**src/rtl/alu_pkg.sv**
```systemverilog
// Shared definitions for the ALU control decoder and the iterative execution unit.
package alu_pkg;

  localparam int unsigned XLEN_DEF = 32;
  localparam int unsigned CTRL_W   = 4;

  localparam logic [CTRL_W-1:0] ALU_ADD  = 4'b0000;
  localparam logic [CTRL_W-1:0] ALU_SUB  = 4'b0001;
  localparam logic [CTRL_W-1:0] ALU_AND  = 4'b0010;
  localparam logic [CTRL_W-1:0] ALU_OR   = 4'b0011;
  localparam logic [CTRL_W-1:0] ALU_XOR  = 4'b0100;
  localparam logic [CTRL_W-1:0] ALU_SLT  = 4'b0101;
  localparam logic [CTRL_W-1:0] ALU_SLL  = 4'b0110;
  localparam logic [CTRL_W-1:0] ALU_SRL  = 4'b0111;
  localparam logic [CTRL_W-1:0] ALU_SRA  = 4'b1000;
  localparam logic [CTRL_W-1:0] ALU_SLTU = 4'b1001;

  typedef enum logic [1:0] {
    IDLE  = 2'd0,
    SHIFT = 2'd1,
    DONE  = 2'd2
  } state_t;

  function automatic logic is_shift(input logic [CTRL_W-1:0] op);
    return (op == ALU_SLL) || (op == ALU_SRL) || (op == ALU_SRA);
  endfunction

endpackage

```
**src/rtl/alu_single_op.sv**
```systemverilog
// Combinational single-cycle ALU ops plus signed/unsigned compares.
// Shift and illegal codes yield zero here; shifts are handled iteratively.
module alu_single_op
  import alu_pkg::*;
#(
  parameter int unsigned XLEN = XLEN_DEF
) (
  input  logic [CTRL_W-1:0] op,
  input  logic [XLEN-1:0]   a,
  input  logic [XLEN-1:0]   b,
  output logic [XLEN-1:0]   result_c,
  output logic              lt_c,
  output logic              ltu_c
);

  assign lt_c  = $signed(a) < $signed(b);
  assign ltu_c = a < b;

  always_comb begin
    result_c = '0;
    case (op)
      ALU_ADD:  result_c = a + b;
      ALU_SUB:  result_c = a - b;
      ALU_AND:  result_c = a & b;
      ALU_OR:   result_c = a | b;
      ALU_XOR:  result_c = a ^ b;
      ALU_SLT:  result_c = XLEN'(lt_c);
      ALU_SLTU: result_c = XLEN'(ltu_c);
      default:  result_c = '0;
    endcase
  end

endmodule

```
**src/rtl/alu_iterative.sv**
```systemverilog
// ALU execution unit: single-cycle ops finish in one cycle, shifts step one
// bit per cycle. Valid/ready handshake on both sides; result held until taken.
module alu_iterative
  import alu_pkg::*;
#(
  parameter int unsigned XLEN    = XLEN_DEF,
  parameter int unsigned SHAMT_W = $clog2(XLEN)
) (
  input  logic              clk,
  input  logic              rst,
  input  logic              in_valid,
  output logic              in_ready,
  input  logic [CTRL_W-1:0] alu_ctrl,
  input  logic [XLEN-1:0]   a,
  input  logic [XLEN-1:0]   b,
  output logic              out_valid,
  input  logic              out_ready,
  output logic [XLEN-1:0]   result,
  output logic              zero,
  output logic              lt,
  output logic              ltu
);

  state_t              state_q, state_n;
  logic [XLEN-1:0]     work_q, work_n;
  logic [SHAMT_W-1:0]  count_q, count_n;
  logic [CTRL_W-1:0]   op_q, op_n;
  logic [XLEN-1:0]     result_n;
  logic                zero_n, lt_n, ltu_n;
  logic                in_ready_n, out_valid_n;

  logic [XLEN-1:0]     single_res_c;
  logic                lt_c, ltu_c;
  logic [XLEN-1:0]     shifted_c;

  alu_single_op #(.XLEN(XLEN)) u_single (
    .op       (alu_ctrl),
    .a        (a),
    .b        (b),
    .result_c (single_res_c),
    .lt_c     (lt_c),
    .ltu_c    (ltu_c)
  );

  // One-bit step of the working register for the latched shift kind.
  always_comb begin
    shifted_c = work_q;
    case (op_q)
      ALU_SLL: shifted_c = {work_q[XLEN-2:0], 1'b0};
      ALU_SRL: shifted_c = {1'b0, work_q[XLEN-1:1]};
      default: shifted_c = {work_q[XLEN-1], work_q[XLEN-1:1]};
    endcase
  end

  always_comb begin
    state_n  = state_q;
    work_n   = work_q;
    count_n  = count_q;
    op_n     = op_q;
    result_n = result;
    zero_n   = zero;
    lt_n     = lt;
    ltu_n    = ltu;
    case (state_q)
      IDLE: begin
        if (in_valid) begin
          lt_n  = lt_c;
          ltu_n = ltu_c;
          op_n  = alu_ctrl;
          if (is_shift(alu_ctrl)) begin
            work_n  = a;
            count_n = b[SHAMT_W-1:0];
            if (b[SHAMT_W-1:0] == '0) begin
              result_n = a;
              zero_n   = (a == '0);
              state_n  = DONE;
            end else begin
              state_n  = SHIFT;
            end
          end else begin
            result_n = single_res_c;
            zero_n   = (single_res_c == '0);
            state_n  = DONE;
          end
        end
      end
      SHIFT: begin
        work_n  = shifted_c;
        count_n = count_q - SHAMT_W'(1);
        if (count_q == SHAMT_W'(1)) begin
          result_n = shifted_c;
          zero_n   = (shifted_c == '0);
          state_n  = DONE;
        end
      end
      DONE: begin
        // zero is only meaningful alongside out_valid
        if (out_ready) begin
          zero_n  = 1'b0;
          state_n = IDLE;
        end
      end
      default: state_n = IDLE;
    endcase
    in_ready_n  = (state_n == IDLE);
    out_valid_n = (state_n == DONE);
  end

  always_ff @(posedge clk) begin
    if (rst) begin
      state_q   <= IDLE;
      work_q    <= '0;
      count_q   <= '0;
      op_q      <= '0;
      result    <= '0;
      zero      <= 1'b0;
      lt        <= 1'b0;
      ltu       <= 1'b0;
      in_ready  <= 1'b1;
      out_valid <= 1'b0;
    end else begin
      state_q   <= state_n;
      work_q    <= work_n;
      count_q   <= count_n;
      op_q      <= op_n;
      result    <= result_n;
      zero      <= zero_n;
      lt        <= lt_n;
      ltu       <= ltu_n;
      in_ready  <= in_ready_n;
      out_valid <= out_valid_n;
    end
  end

endmodule
```
**config.mk**
```make
export PLATFORM = sky130hd
export DESIGN_NAME = alu_iterative
export DESIGN_NICKNAME = d
export VERILOG_FILES = /design/src/rtl/alu_pkg.sv /design/src/rtl/alu_single_op.sv /design/src/rtl/alu_iterative.sv
export SDC_FILE = /design/constraint.sdc
export NUM_CORES = 1
export LEC_CHECK = 0
export CAP_MARGIN = 5
export CORE_MARGIN = 5
export CORE_UTILIZATION = 40
export CTS_CLUSTER_DIAMETER = 120
export DETAILED_ROUTE_END_ITERATION = 10
export GPL_TIMING_DRIVEN = 0
export PLACE_DENSITY = 0.72
export SYNTH_ARGS = -nofsm -noshare
export SYNTH_HDL_FRONTEND = slang
export SYNTH_SLANG_ARGS = --single-unit
```
**constraint.sdc**
```tcl
create_clock -name clk -period 5.9 [get_ports clk]
set_clock_uncertainty 0.2 [all_clocks]
set_input_delay 1.18 -clock clk [delete_from_list [all_inputs] [get_ports clk]]
set_output_delay 1.18 -clock clk [all_outputs]
set_load 0.02 [all_outputs]
```
# After elaboration in Yosys (flattened, before gate mapping)
# Index checks and enable logic that the tools add are counted.
dict set report op_classes {
  addsub 3
  order_cmp 2
  n_eq_ne 20
  n_mux 25
  n_bitwise 3
  reduce_logical 15
}
# cell count
set op_table {}
lappend op_table {{32-bit one-hot mux with 7 select lines} 1}
lappend op_table {{32-bit two-way mux} 6}
lappend op_table {{32-bit one-hot mux with 2 select lines} 3}
lappend op_table {{32-bit zero test} 3}
lappend op_table {{32-bit < comparator} 2}
lappend op_table {{32-bit adder} 1}
lappend op_table {{32-bit bitwise AND} 1}
lappend op_table {{32-bit OR} 1}
lappend op_table {{32-bit subtractor} 1}
lappend op_table {{32-bit bitwise XOR} 1}
lappend op_table {{4-bit by 3-bit == test with 1-bit output (second input constant)} 6}
lappend op_table {{2-bit two-way mux} 5}
lappend op_table {{5-bit two-way mux} 2}
lappend op_table {{5-bit one-hot mux with 2 select lines} 1}
lappend op_table {{4-bit by 2-bit == test with 1-bit output (second input constant)} 2}
lappend op_table {{4-bit == test (second input constant)} 2}
lappend op_table {{2-bit inequality test (second input constant)} 4}
lappend op_table {{2-bit one-hot mux with 3 select lines} 1}
lappend op_table {{5-bit by 1-bit == test with 1-bit output (second input constant)} 1}
lappend op_table {{5-bit zero test} 1}
lappend op_table {{1-bit two-way mux} 5}
lappend op_table {{5-bit AND reduction} 1}
lappend op_table {{5-bit by 1-bit subtractor with 5-bit output (second input constant)} 1}
lappend op_table {{2-bit == test (second input constant)} 2}
lappend op_table {{other kinds (12)} 14}
dict set report word_totals {
  register_bits 80
  inputBits 72
  out_inout_bits 37
}

# Longest topological paths before layout
# Gate-level depths: netlist (run 1).
dict set report logic_depth {
  word_depth 7
  depth_mapped 15
}

# By module
# A second synthesis (run 1) with hierarchy kept.
dict set report hier_totals {
  hier_cells 1330
  area_unflattened_um2 9680.5
}
# module instances cells_per_inst area_each_um2 seq_area_each_um2
set by_module_without_submodules {}
lappend by_module_without_submodules {alu_single_op 1 778 5062.4 0.0}
lappend by_module_without_submodules {alu_iterative 1 552 4618.2 1601.5}

# Worst setup path after synthesis (run 1)
# Ideal clock, no wire load.
dict set report synth_path {
  path_type {input to register}
  startpoint {input a[0]}
  endpoint {register zero}
  setup_time_ns 0.096
  t_arrival_ns 4.331
  required_time_ns 5.604
  slack_ns 1.274
  cell_stages 13
  path_cell_list {ha_1 -> fa_1 -> a21o_1 -> a311o_1 -> and4bb_4 -> o31ai_4 -> a21oi_2 -> and2b_4 -> or4_1 -> a2111oi_0 -> and4b_1 -> nand4_1 -> o41ai_2}
}
dict set report synth_via {
  elab_chain_cells 6
  word_cells_on_any_way 14
  cone_classes {add/sub (2); order compare (2); mux (5); bitwise (3); reduce/logical (2)}
}
# element line
set synth_lines {}
lappend synth_lines {{start: declaration} alu_iterative.sv:14} ;# input logic [XLEN-1:0] a,
lappend synth_lines {{32-bit subtractor, or another cell as far along} alu_single_op.sv:23} ;# ALU_SUB: result_c = a - b;
lappend synth_lines {{32-bit one-hot mux with 7 select lines} alu_single_op.sv:21} ;# case (op)
lappend synth_lines {{32-bit zero test} alu_iterative.sv:82} ;# zero_n = (single_res_c == '0);
lappend synth_lines {{1-bit two-way mux *} alu_iterative.sv:70} ;# if (is_shift(alu_ctrl)) begin
lappend synth_lines {{1-bit two-way mux *} alu_iterative.sv:66} ;# if (in_valid) begin
lappend synth_lines {{1-bit one-hot mux with 3 select lines *} alu_iterative.sv:64} ;# case (state_q)
lappend synth_lines {{end signal: assignment} alu_iterative.sv:127} ;# zero <= zero_n;
lappend synth_lines {{end: declaration} alu_iterative.sv:19} ;# output logic zero,
# Mark *: on every way between the ends. The rest lies on a longest branch, timed or not. The select of a mux whose other input is x is not followed.
# A chain may end at the register's enable or synchronous reset.

# Final worst setup path (run 1)
dict set report layout_path {
  startpoint {input a[12]}
  endpoint {register result[30]}
}
dict set report layout_via {
  elab_chain_cells 5
  word_cells_on_any_way 6
  cone_classes {add/sub (2); mux (4)}
}
# element line
set layout_lines {}
lappend layout_lines {{32-bit subtractor or 32-bit adder (tied branches)} {alu_single_op.sv:23, alu_single_op.sv:22}}
lappend layout_lines {{32-bit one-hot mux with 7 select lines *} alu_single_op.sv:21}
lappend layout_lines {{32-bit two-way mux *} alu_iterative.sv:70}
lappend layout_lines {{32-bit two-way mux *} alu_iterative.sv:66}
lappend layout_lines {{32-bit one-hot mux with 2 select lines *} alu_iterative.sv:64}
lappend layout_lines {{end signal: assignment} alu_iterative.sv:126} ;# result <= result_n;
lappend layout_lines {{end: declaration} alu_iterative.sv:18} ;# output logic [XLEN-1:0] result,
# Marked as above.

==> run_results.csv, run 1 <==
group,metric,value,unit
yosys,syn-instance-count,1471,
floorplan,num_rows,58,
yosys,ys_seq_elements,80,
timing,tightestPinTransition,1030,ps
yosys,seq_area_frac_synth,15.6,%
timing,slew_violations,0,
place,portBuffers,106,
worst_hold_path,hold_path_class,"flop to flop",
yosys,avgSynthCellArea,6.96,sq um
timing,rsz0062_at_grt,"false",
route,postRouteWirelength,46800,microns
cells_and_area,drive_above_1_share,6.02,%
clock_tree,h-tree-depth,3,
yosys,async_reset_ff_share,0,%
route,dr.pass1.iters,6,
clock_tree,cts_tree,"built",
run_status,status,"finished clean",
place,dpl.hpwl,37300,microns
grt,grt_max_degree,17,
yosys,syn_nets,1659,
grt,antenna_found_initial,0,
clock_tree,cts_sinks,80,
yosys,yosysWarnings,0,
cells_and_area,final_area,12100,sq um
timing,period_share,97.8,%
setup_path,critPathLaunchType,"input pin",
pwr,power_leakage,4.76,nW
yosys,synth-main-ff-cell,"dfxtp_1",
yosys,ys_types,103,
floorplan,core,25200,sq um
timing,fin_tns_setup,0,ps
grt,grt_pass1_wl,69800,microns
cells_and_area,fin_nets,1778,
yosys,synth_edf_count,0,
setup_path,arrival,5790,ps
timing,setup_viol,0,
route,routedWlPerCell,24.3,microns
clock_tree,insertion_delay,360,ps
route,ant_nets,0,
setup_path,critPathMaxFanout,10,
grt,grt_usage,31.1,%
route,vias,12447,
timing,fmax,173,MHz
route,drc,0,
setup_path,critPathRequiredTime,5920,ps
place,gp_congestion,1.03,
pwr,irDropWorstVdd,127,uV
grt,grt_pass1_vias,11406,
timing,hold_violations,0,
route,vias_per_cell,6.47,
setup_path,crit_type,"input pin to flop",
clock_tree,root_buffer,"clkbuf_16",
pwr,powerDensity,198,nW/um^2
floorplan,die_width,170,microns
timing,maxSlewHeadroom,30.8,%
cells_and_area,areaGrowthSynthToFinish,17.9,%
grt,grt_overflow,0,
setup_path,cp-end-kind,"flop",
clock_tree,cts_max_path_buffers,2,
clock_tree,cts_buffers,9,
clock_tree,clk_pin_slew,70,ps
floorplan,dieHeight,170,microns
route,drt_iter0_markers,1859,
cells_and_area,fill_cells,2546,
floorplan,io_pins,109,
floorplan,dieArea,28900,sq um
flow_run,maxCapViolations,0,
timing,period_needed,5770,ps
floorplan,initial_core_util,40.7,%
setup_path,r2r_slack,1410,ps
yosys,syn-cell-area,10200,sq um
cells_and_area,diodes,0,
place,place_area,11800,sq um
clock_tree,postCtsHoldBufs,0,
## power by group
part	total [mW]	leakage, nW	internal [mW]	switching [mW]
registers	0.639	0.653	0.597	0.0418
logic	1.18	3.97	0.414	0.762
clock network	0.575	0.139	0.296	0.279
total	2.39	4.76	1.31	1.08
## cells in the mapped netlist (15+ instances only)
cell type	number	share of area, %
o311ai_0	15	1.3
mux2i_1	17	1.7
ha_1	114	14
o211ai_1	50	3.7
o31ai_1	21	1.5
nand2_1	204	7.5
nand2b_1	20	1.2
nor2_1	105	3.8
a21oi_1	167	8.2
inv_1	107	3.9
a211oi_1	16	1.2
dfxtp_1	80	16
o21ai_0	69	3.4
nand4_1	18	1.1
nand3_1	59	2.9
nor3_1	26	1.3
nor4_1	25	1.5
clkbuf_1	68	2.5
a21o_1	15	1.1
## stage by stage
stage	std cells	util, %	setup slack, ps	hold slack [ps]	total power [mW]
5_1_grt	1925	48.0	19.4	270	2.49
3_5_place_dp	1909	46.7	-311	247	1.78
6_report	1925	48.0	130	257	2.39
4_1_cts	1925	47.8	35.3	255	2.34
3_3_place_gp	1907	46.5	-350	242	1.77
2_1_floorplan	1471	-	1270	250	1.33
## area by class of cell
type | instances | area (sq um) | share of cell area (%)
Clock inverter | 7 | 62.6 | 0.518
Sequential cell | 80 | 1600 | 13.3
Tap cell | 330 | 413 | 3.42
Multi-Input combinational cell | 1183 | 7750 | 64.2
Timing Repair Buffer | 108 | 1080 | 8.98
Inverter | 109 | 409 | 3.39
Clock buffer | 9 | 225 | 1.87
Buffer | 99 | 526 | 4.35
## critical path: stages
cell             delay (ps)
clkdlybuf4s50_1         680
inv_1                   170
ha_1                    310
buf_2                   190
or4_1                   550
nor3_1                  200
o211ai_1                190
and3_4                  230
o21ai_1                 480
a31oi_1                 320
o21ai_0                 430
mux2i_1                 230
nand3_1                 140
o311ai_0                370
a21oi_1                 110
## registers in the layout, summed over array words and instances (netlist names)
name       count
result        32
state_q        2
zero           1
count_q        5
in_ready       1
out_valid      1
op_q           4
work_q        32
ltu            1
lt             1
## final timing paths
path                            startpoint    endpoint  cells past startpoint
worst max-delay path                 a[12]  result[30]                     15
worst min-delay path            result[13]  result[13]                      2
worst max register to register  count_q[1]        zero                     13
worst min register to register  result[13]  result[13]                      2
## per-layer routing
metal  wire, microns  share of wire, %  track usage, %
met3            5080                11            4.48
met1           19600                42            44.1
met4            2090               4.5            12.2
met5               0                 0               0
met2           20000                43            47.6
## cells in the final DEF, fill, tap and decap left out, types with 50 or more instances in the layout
master / count
nor2_1: 105
nand3_1: 59
dfxtp_1: 80
a21oi_1: 166
clkdlybuf4s50_1: 104
o21ai_0: 68
ha_1: 114
clkbuf_1: 68
o211ai_1: 50
inv_1: 107
nand2_1: 204
## what timing repair did
item                       CTS  global route
setup endpoints to repair    0             4
setup buffers                0             0
gates resized for setup      0             9
## cells by family (layout without fill, tap and decap cells)
logic type / count (synthesis) / in the layout / share of synthesized area (%)
simple gates: 554 / 554 / 26.6
compound gates: 491 / 491 / 32.2
buf+inv: 208 / 332 / 9.13
fa+ha+maj: 116 / 116 / 14.3
flops: 80 / 80 / 15.6
mux: 18 / 18 / 1.77
xor+xnor: 4 / 4 / 0.342
No activity file was read; power rests on OpenSTA's default activity.
==> run 2, diff against run 1 <==
Settings changed: SKIP_LAST_GASP from default to 1.
==> results of run 2 <==
No change in the layout: final DEF, timing and power equal those of run 1.
==> run 3, diff against run 2 <==
Settings changed: REMOVE_ABC_BUFFERS from default to 1.
==> run 3 against run 2 <==
Compared with the run above: hold slack worse by 5.5 ps; routed wire length decreased by 14%; combinational power is 6% lower; cell count decreased by 4.4%; first-iteration DRC count decreased by 19%; die area is the same; global-route usage down 4.4 points; total power fell by 0.19%; count of clock-buffer cells in the layout did not move; sequential power about the same; register-to-register slack got worse by 1000 ps.
==> run_results.csv, run 3 (synthesis results as in run 1) <==
group,metric,value,unit
pwr,powerDensity,201,nW/um^2
cells_and_area,diodes,0,
route,ant_nets,0,
route,routedWlPerCell,21.8,microns
grt,grt_usage,26.7,%
grt,grt_pass1_wl,61500,microns
cells_and_area,areaGrowthSynthToFinish,16.0,%
cells_and_area,reg_top3,"result: 32 flops, work_q: 32 flops, count_q: 5 flops",
floorplan,dieHeight,170,microns
place,portBuffers,108,
timing,tightestPinTransition,1080,ps
floorplan,io_pins,109,
timing,slew_violations,0,
setup_path,crit_type,"input pin to flop",
cells_and_area,fin_nets,1693,
cells_and_area,final_area,11900,sq um
grt,grt_overflow,0,
timing,setup_viol,0,
setup_path,arrival,5830,ps
cells_and_area,drive_above_1_share,6.29,%
floorplan,initial_core_util,40.7,%
pwr,irDropWorstVdd,140,uV
run_status,status,"finished clean",
flow_run,maxCapViolations,0,
clock_tree,h-tree-depth,3,
timing,period_share,98.1,%
clock_tree,cts_sinks,80,
timing,rsz0062_at_grt,"false",
clock_tree,postCtsHoldBufs,0,
clock_tree,cts_max_path_buffers,2,
cells_and_area,final_cell_mix,"204 x nand2_1, 166 x a21oi_1, 113 x ha_1",
clock_tree,insertion_delay,360,ps
timing,hold_violations,0,
grt,grt_max_degree,96,
clock_tree,cts_buffers,9,
place,place_area,11500,sq um
floorplan,core,25200,sq um
pwr,total_power,2.38,mW
place,dpl.hpwl,30100,microns
route,postRouteWirelength,40000,microns
route,drc,0,
route,dr.pass1.iters,6,
clock_tree,cts_tree,"built",
place,gp_congestion,0.994,
cells_and_area,fin_cells,1840,
clock_tree,root_buffer,"clkbuf_16",
timing,fmax,173,MHz
setup_path,cp-end-kind,"flop",
setup_path,critPathRequiredTime,5940,ps
route,drt_iter0_markers,1503,
setup_path,critPathMaxFanout,6,
pwr,power_leakage,4.65,nW
setup_path,critPathLaunchType,"input pin",
clock_tree,clk_pin_slew,60,ps
route,vias_per_cell,6.37,
worst_hold_path,hold_path_class,"flop to flop",
floorplan,die_width,170,microns
timing,maxSlewHeadroom,28.1,%
floorplan,dieArea,28900,sq um
floorplan,num_rows,58,
place,placedCellCount,1824,
grt,antenna_found_initial,0,
timing,period_needed,5790,ps
cells_and_area,final_common_cell,"nand2_1",
clock_tree,post_cts_buffers,0,
grt,grt_pass1_vias,10962,
route,vias,11722,
==> run 3: changes by cell type in the layout (fill, tap and decap cells not counted), moves of 6 or more <==
cell      delta
clkbuf_1    -68
buf_1        -6
buf_2        -6
buf_4        -6
clkbuf_8     -6
==> run 3: what timing repair did <==
item                                   in CTS  in global routing
setup endpoints to repair                   0                  3
gates resized for setup                     0                 10
endpoints found under the hold margin       0                  0
==> run 3: final cells by class <==
type                       count  area [sq um]
timing repair buffer         122          1310
sequential                    80          1600
tap                          330           413
clock inverter                 7          96.3
multi-input combinational   1183          7830
clock buffer                   9           225
inverter                     109           409
fill                        2533         13300
==> run 3: worst paths after layout <==
check             start         end  slack, ps  depth (start not counted)
max                b[0]        zero        110                         14
min          result[25]  result[25]        250                          2
max reg2reg  state_q[1]        zero        360                         12
min reg2reg  result[25]  result[25]        250                          2
==> run 3: layer usage <==
layer	share of wire, %	global-route usage (%)	wire [microns]	vias to the layer above
met1	42	36.2	16900	5521
met2	44	42.0	17500	677
met3	10	5.44	4130	108
met4	3.8	9.83	1520	0
met5	0	0	0	-
li1	-	-	-	5416
==> run 3: report_power, final <==
group | internal [mW] | switching [mW]
Sequential | 0.597 | 0.0394
Combinational | 0.412 | 0.703
Clock | 0.372 | 0.262
==> run 3: critical path, cell delays in order <==
cell	delay (ps)
clkdlybuf4s50_1	590
ha_1	330
fa_1	420
a21o_1	220
a311o_1	460
a2111oi_2	320
a211oi_1	100
a211oi_2	360
nand4_1	260
or4_1	470
a2111oi_0	380
and4b_1	350
nand4_1	140
o41ai_2	230
==> run 3: per-stage QoR <==
step | setup TNS (ps) | utilization (%) | worst slack (ps) | hold WS [ps]
floorplan | 0 | - | 824 | 244
global placement | -153350 | 44.5 | -3380 | 244
finish | 0 | 47.2 | 112 | 252
detailed placement | -432 | 45.8 | -241 | 246
global route | 0 | 47.2 | 0.0933 | 275
CTS | 0 | 47.0 | 83.3 | 255
